**config.mk**
```make
export PLATFORM = sky130hd
export DESIGN_NAME = pipe_stall_ctrl_flat
export DESIGN_NICKNAME = d
export VERILOG_FILES = /design/src/rtl/pipe_stall_ctrl_if.sv /design/src/rtl/pipe_stall_ctrl.sv /design/src/flat_wrapper.sv
export SDC_FILE = /design/constraint.sdc
export NUM_CORES = 1
export LEC_CHECK = 0
export ABC_AREA = 0
export BUFFER_PORTS_ARGS = -buffer_cell sky130_fd_sc_hd__buf_4
export CAP_MARGIN = 5
export CORE_UTILIZATION = 25
export DETAILED_ROUTE_END_ITERATION = 8
export SLEW_MARGIN = 0
export SYNTH_ARGS = -nofsm -noshare
export SYNTH_HDL_FRONTEND = slang
export SYNTH_SLANG_ARGS = --single-unit
```
**constraint.sdc**
```tcl
create_clock -name clk -period 2.6 [get_ports clk]
set_clock_uncertainty 0.2 [all_clocks]
set_input_delay 0.13 -clock clk [delete_from_list [all_inputs] [get_ports clk]]
set_output_delay 0.13 -clock clk [all_outputs]
set_load 0.05 [all_outputs]
```
**src/rtl/pipe_stall_ctrl_if.sv**
```systemverilog
// Handshake bundle between the pipeline stages and the stall/flush scheduler.
// The pipeline side (master) raises requests; the scheduler (slave) answers
// with per-stage hold, bubble/flush strobes and multi-cycle status.
interface pipe_stall_ctrl_if #(
  parameter int CNT_W  = 6,
  parameter int PERF_W = 32
);
  logic              id_ld_use_req;
  logic              br_flush_req;
  logic              ex_mc_start;
  logic [CNT_W-1:0]  ex_mc_cycles;
  logic              ex_mc_abort;
  logic              perf_clr;
  logic [5:0]        stall_out;
  logic              bubble_id_ex;
  logic              flush_if_id;
  logic              ex_mc_done;
  logic              busy;
  logic [PERF_W-1:0] stall_cycles;

  modport master (
    output id_ld_use_req, br_flush_req, ex_mc_start, ex_mc_cycles,
           ex_mc_abort, perf_clr,
    input  stall_out, bubble_id_ex, flush_if_id, ex_mc_done, busy,
           stall_cycles
  );

  modport slave (
    input  id_ld_use_req, br_flush_req, ex_mc_start, ex_mc_cycles,
           ex_mc_abort, perf_clr,
    output stall_out, bubble_id_ex, flush_if_id, ex_mc_done, busy,
           stall_cycles
  );
endinterface

```
**src/rtl/pipe_stall_ctrl.sv**
```systemverilog
// Central stall/flush scheduler for the 5-stage pipeline. Merges load-use
// hazards, multi-cycle ex operations and taken-branch flushes into a single
// per-stage hold vector, and counts stalled cycles for performance monitoring.
// Note: rst_n is a synchronous, active-HIGH reset (asserted = 1).
module pipe_stall_ctrl #(
  parameter int CNT_W  = 6,
  parameter int PERF_W = 32
) (
  input  logic               clk,
  input  logic               rst_n,
  pipe_stall_ctrl_if.slave   bus
);

  typedef enum logic [1:0] {
    ST_IDLE    = 2'd0,
    ST_MC_BUSY = 2'd1,
    ST_MC_DONE = 2'd2
  } state_t;

  localparam logic [CNT_W-1:0]  CNT_ONE  = CNT_W'(1);
  localparam logic [CNT_W-1:0]  CNT_TWO  = CNT_W'(2);
  localparam logic [PERF_W-1:0] PERF_ONE = PERF_W'(1);
  localparam logic [PERF_W-1:0] PERF_MAX = {PERF_W{1'b1}};

  state_t            state_r;
  state_t            state_nxt_s;
  logic [CNT_W-1:0]  cnt_r;
  logic [CNT_W-1:0]  cnt_nxt_s;
  logic              done_r;
  logic [PERF_W-1:0] stall_cycles_r;
  logic              ex_stall_s;
  logic [5:0]        stall_s;
  logic              bubble_s;
  logic              flush_s;

  // Multi-cycle sequencer: next state and down-counter.
  always_comb begin
    state_nxt_s = state_r;
    cnt_nxt_s   = cnt_r;
    case (state_r)
      ST_IDLE: begin
        if (bus.ex_mc_start) begin
          if (bus.ex_mc_cycles > CNT_TWO) begin
            // cnt covers the BUSY cycles after the start cycle
            cnt_nxt_s   = bus.ex_mc_cycles - CNT_TWO;
            state_nxt_s = ST_MC_BUSY;
          end else begin
            state_nxt_s = ST_MC_DONE;
          end
        end else begin
          state_nxt_s = ST_IDLE;
        end
      end
      ST_MC_BUSY: begin
        if (bus.ex_mc_abort) begin
          // abort wins over expiry; the op is dropped without a done pulse
          state_nxt_s = ST_IDLE;
        end else if (cnt_r == CNT_ONE) begin
          state_nxt_s = ST_MC_DONE;
        end else begin
          cnt_nxt_s = cnt_r - CNT_ONE;
        end
      end
      ST_MC_DONE: begin
        state_nxt_s = ST_IDLE;
      end
      default: begin
        state_nxt_s = ST_IDLE;
        cnt_nxt_s   = {CNT_W{1'b0}};
      end
    endcase
  end

  // Ex hold: the start cycle of a long op, plus every BUSY cycle.
  always_comb begin
    if ((state_r == ST_IDLE) && bus.ex_mc_start && (bus.ex_mc_cycles >= CNT_TWO)) begin
      ex_stall_s = 1'b1;
    end else if (state_r == ST_MC_BUSY) begin
      ex_stall_s = 1'b1;
    end else begin
      ex_stall_s = 1'b0;
    end
  end

  // Priority merge of stall sources; id requests are suppressed while ex holds
  // because id will re-present them once the pipeline moves again.
  always_comb begin
    stall_s  = 6'b000000;
    bubble_s = 1'b0;
    flush_s  = 1'b0;
    if (rst_n) begin
      stall_s  = 6'b000000;
    end else if (ex_stall_s) begin
      stall_s  = 6'b001111;
    end else if (bus.id_ld_use_req) begin
      // branch is not resolved while its operand is pending, so no flush
      stall_s  = 6'b000011;
      bubble_s = 1'b1;
    end else if (bus.br_flush_req) begin
      flush_s  = 1'b1;
    end else begin
      stall_s  = 6'b000000;
    end
  end

  // Sequencer state, counter and registered done pulse.
  always_ff @(posedge clk) begin
    if (rst_n) begin
      state_r <= ST_IDLE;
      cnt_r   <= {CNT_W{1'b0}};
      done_r  <= 1'b0;
    end else begin
      state_r <= state_nxt_s;
      cnt_r   <= cnt_nxt_s;
      done_r  <= (state_nxt_s == ST_MC_DONE);
    end
  end

  // Saturating stalled-cycle counter; clear has priority over increment.
  always_ff @(posedge clk) begin
    if (rst_n) begin
      stall_cycles_r <= {PERF_W{1'b0}};
    end else if (bus.perf_clr) begin
      stall_cycles_r <= {PERF_W{1'b0}};
    end else if (stall_s[0] && (stall_cycles_r != PERF_MAX)) begin
      stall_cycles_r <= stall_cycles_r + PERF_ONE;
    end else begin
      stall_cycles_r <= stall_cycles_r;
    end
  end

  assign bus.stall_out    = stall_s;
  assign bus.bubble_id_ex = bubble_s;
  assign bus.flush_if_id  = flush_s;
  assign bus.ex_mc_done   = done_r;
  assign bus.busy         = (~rst_n) & (state_r != ST_IDLE);
  assign bus.stall_cycles = stall_cycles_r;

endmodule

```
**src/flat_wrapper.sv**
```systemverilog
// flat-port wrapper written by rule: the top's interface ports become plain ports
module pipe_stall_ctrl_flat 
#(
  parameter int CNT_W  = 6,
  parameter int PERF_W = 32
)
  (clk, rst_n, bus_id_ld_use_req, bus_br_flush_req, bus_ex_mc_start, bus_ex_mc_cycles, bus_ex_mc_abort, bus_perf_clr, bus_stall_out, bus_bubble_id_ex, bus_flush_if_id, bus_ex_mc_done, bus_busy, bus_stall_cycles);
  pipe_stall_ctrl_if #(.CNT_W(CNT_W), .PERF_W(PERF_W)) bus_i ();
  input  logic clk;
  input  logic rst_n;
  input wire logic [$bits(bus_i.id_ld_use_req)-1:0] bus_id_ld_use_req;
  input wire logic [$bits(bus_i.br_flush_req)-1:0] bus_br_flush_req;
  input wire logic [$bits(bus_i.ex_mc_start)-1:0] bus_ex_mc_start;
  input wire logic [$bits(bus_i.ex_mc_cycles)-1:0] bus_ex_mc_cycles;
  input wire logic [$bits(bus_i.ex_mc_abort)-1:0] bus_ex_mc_abort;
  input wire logic [$bits(bus_i.perf_clr)-1:0] bus_perf_clr;
  output wire logic [$bits(bus_i.stall_out)-1:0] bus_stall_out;
  output wire logic [$bits(bus_i.bubble_id_ex)-1:0] bus_bubble_id_ex;
  output wire logic [$bits(bus_i.flush_if_id)-1:0] bus_flush_if_id;
  output wire logic [$bits(bus_i.ex_mc_done)-1:0] bus_ex_mc_done;
  output wire logic [$bits(bus_i.busy)-1:0] bus_busy;
  output wire logic [$bits(bus_i.stall_cycles)-1:0] bus_stall_cycles;
  assign bus_i.id_ld_use_req = bus_id_ld_use_req;
  assign bus_i.br_flush_req = bus_br_flush_req;
  assign bus_i.ex_mc_start = bus_ex_mc_start;
  assign bus_i.ex_mc_cycles = bus_ex_mc_cycles;
  assign bus_i.ex_mc_abort = bus_ex_mc_abort;
  assign bus_i.perf_clr = bus_perf_clr;
  assign bus_stall_out = bus_i.stall_out;
  assign bus_bubble_id_ex = bus_i.bubble_id_ex;
  assign bus_flush_if_id = bus_i.flush_if_id;
  assign bus_ex_mc_done = bus_i.ex_mc_done;
  assign bus_busy = bus_i.busy;
  assign bus_stall_cycles = bus_i.stall_cycles;
  pipe_stall_ctrl #(.CNT_W(CNT_W), .PERF_W(PERF_W)) u_core (.clk(clk), .rst_n(rst_n), .bus(bus_i));
endmodule
```
==> key figures <==
Status
  – Status: complete, no violations

Clocking
  – Worst-Skew Late Latency: slightly below 0.3 ns
  – H-Tree Depth: 2
  – Number of CTS-inserted buffers: 5
  – CTS root buffer: clkbuf_8
  – Clk buf depth: 2
  – CTS tree: done
  – Clock transition at path regs: 0.08 ns
  – CTS Sinks: just over 40
  – Post-CTS Setup Bufs: 0

Setup path
  – CP endpoint kind: flop
  – Worst Path Buf+Inv: 2
  – Critical path startpoint category: input pin
  – CP max stage delay: 0.55 ns
  – WS Path Type: input pin to flop
  – Required @ worst endpoint: ~2.6 ns
  – Max FO, Critical Path: 27
  – CP top delay family: compound AO/OA/AOI/OAI gates
  – Critical path's slowest cell: dlygate4sd3_1
  – Worst-path cell chain: dlygate4sd3_1 > buf_4 > a2111o_1 > a21o_4 > or4_1 > a21oi_1
  – Worst EP arrival: 2.37 ns

Synth
  – Adder-Cell Fraction of Synth Area: 0.0214
  – Post-Syn Area: 2340 um^2
  – Xor/xnor share of the synthesized area: 0.0561
  – Syn avg cell area: ~8.1 um^2
  – Largest family of logic cells by synthesized area: simple AND/OR/NAND/NOR gates
  – Ys flop type: dfxtp_1
  – Compound-Gate Fraction of Synth Area: 0.201
  – Ys Warns: 0
  – Synth Area in Simple Gates: 0.310
  – Mux contribution to synthesized area: 0.00428
  – Seq/Total Area, Yosys: 0.351
  – Synth cell types: 53
  – Post-Synthesis Cells: 289
  – Flops & latches, synth: 41
  – Post-synth ARST share: 0
  – Number of synthesized flops with an enable pin: 0

Place
  – Post-DP Area: roughly 2900 um^2
  – Port Buffers: 52
  – Detailed Place HPWL: between 4 and 5 mm
  – Inst Count DP: 443
  – Routability cong.: 0.820

Die
  – Core Rows: 34
  – Core region area: 8890 um^2
  – Die ar.: 9750 um^2
  – # IOs: 55
  – Initial Utilization: 0.263
  – DIE WIDTH: roughly 100 um
  – Die H: 98.7 um

Layout
  – Ant diodes: 0
  – Non-Filler Instances: 453
  – Layout cells sized above 1: 0.232
  – Core Util, Final: 0.334
  – Final instance area: 2970 um^2
  – Synthesis-to-layout area growth: 27.1%
  – Fill cells: 938
  – Final nets: about 360

Pwr
  – PwrDens: roughly 430 nW/um^2
  – Peak supply drop: ~0.18 mV
  – Lkg Pwr: ~0.0011 uW
  – Total Power: 1290 uW

STA
  – Period utilization: 0.902
  – Max Slew Vio Count: 0
  – F_max: ~0.43 GHz
  – Min Tclk post-route: 2.35 ns
  – Unrepaired setup endpoints after global routing: false
  – Final Hold Vio Count: 0
  – Slew HR: 0.511
  – Finish-stage setup viols: 0
  – Setup TNS Final: 0 ns
  – Slew of the pin with the lowest slew margin: 0.733 ns

Global routing
  – Largest net degree at the start of global routing: 28
  – First-pass GRT wire length: 10.4 mm
  – Total GRT Usage: 0.132
  – Congestion Overflow GR: 0
  – Vias in the first global route: 2209
  – Initial antenna violation count: 0

Hold path
  – Hold WC Path Type: input pin to flop

Drt
  – DR iter-0 viols: 120
  – DR vias/cell: around 5
  – Vias post-DR: 2318
  – Number of nets with antenna violations after routing: 0
  – Drt pass-1 iters: 4
  – Avg WL per Cell: 13.6 um
  – Post-Route WL: 6.16 mm
  – Drt drc: 0

Job
  – Max-cap check violation count: 0
## worst reg2reg max path: stages, from the launching register on
cell and delay (ns):
dfxtp_1 0.42, nand4_1 0.28, nor2_1 0.33, nand2_1 0.32
or4_1 0.54, a21oi_1 0.15
## synthesized netlist by cell type, types with 2 or more instances
library cell,count,area share
nand2b_1,4,0.011
nor3b_1,3,0.0096
o21ai_0,7,0.015
nand2_1,21,0.034
nand3_1,9,0.019
xor2_1,7,0.026
nor4_1,4,0.011
a41o_1,2,0.0086
nor2b_1,2,0.0053
dfxtp_1,41,0.35
o31ai_1,9,0.029
or2_2,2,0.0053
or4_1,11,0.035
and2_1,2,0.0053
inv_1,10,0.016
buf_4,6,0.019
a211oi_1,8,0.026
or3_1,9,0.024
o21ai_1,3,0.0064
a21oi_1,28,0.060
ha_1,4,0.021
nand4_1,14,0.037
a31oi_1,4,0.011
xnor2_1,8,0.030
nor3_1,8,0.017
nor2_1,29,0.047
clkbuf_1,8,0.013
## flip-flops by register name, summed over array words and instances, names as in the netlist
| signal | flops |
|---|---|
| u_core.bus.stall_cycles | 32 |
| u_core.cnt_r | 6 |
| u_core.state_r | 2 |
| u_core.bus.ex_mc_done | 1 |
## per-layer routing
metal	global-route usage	part of all wire	wire length, um	vias up
li1	-	-	-	1180
met1	0.164	0.48	2960	1091
met2	0.223	0.47	2920	39
met3	0.0248	0.025	151	8
met4	0.0551	0.020	121	0
met5	0	0	0	-
## power breakdown
part	leakage, uW	internal [uW]	switching (uW)
Combinational	0.000699	76.4	133
Sequential	0.000332	641	12.5
Clock	0.0000443	211	219
## cells in the final DEF, fill, tap and decap left out, types with 3 or more instances in the layout
cell type       n
a211oi_1        7
a21oi_1        28
a31oi_1         4
buf_4          61
clkbuf_8        6
dfxtp_1        41
dlygate4sd3_1   3
ha_1            4
inv_1          10
nand2_1        21
nand2b_1        4
nand3_1         9
nand4_1        14
nor2_1         29
nor3_1          8
nor3b_1         3
nor4_1          4
o21ai_0         7
o21ai_1         3
o31ai_1         9
or3_1           9
or4_1          11
xnor2_1         8
xor2_1          7
## stage by stage
| stage | hold slack (ns) | worst slack (ns) |
|---|---|---|
| global placement | 0.247 | 0.354 |
| floorplan | 0.128 | 0.0659 |
| CTS | 0.00369 | 0.265 |
| detailed placement | 0.244 | 0.301 |
| global route | 0.0382 | 0.0727 |
| finish | 0.0127 | 0.254 |
## layout make-up
type	count	area (um^2)	area share
clock buffer	7	86.3	0.0290
inverter	10	37.5	0.0126
multi-input combinational	223	1410	0.473
sequential	41	821	0.276
tap	108	135	0.0455
timing repair buffer	64	488	0.164
## final timing paths
| path | from | end | slack (ns) | cells past startpoint |
|---|---|---|---|---|
| setup / recovery | rst_n | u_core.bus.stall_cycles[9] | 0.25 | 6 |
| setup reg to reg | u_core.bus.stall_cycles[11] | u_core.bus.stall_cycles[31] | 0.31 | 5 |
| hold / removal | bus_ex_mc_cycles[0] | u_core.cnt_r[0] | 0.01 | 4 |
| hold reg to reg | u_core.bus.stall_cycles[1] | u_core.bus.stall_cycles[1] | 0.30 | 2 |
## repair_timing
item                                   CTS  global route
resized for setup                        0             0
hold buffers                             3             0
endpoints found under the hold margin   10             0
## cells by family after synthesis
family,count (synthesis)
multiplexers,1
AO/OA/AOI/OAI,73
flip-flops,41
AND/OR/NAND/NOR,128
buffers and inverters,26
adder cells (fa/ha/maj),4
other,1
XOR/XNOR,15
No activity file was read; power rests on OpenSTA's default activity.
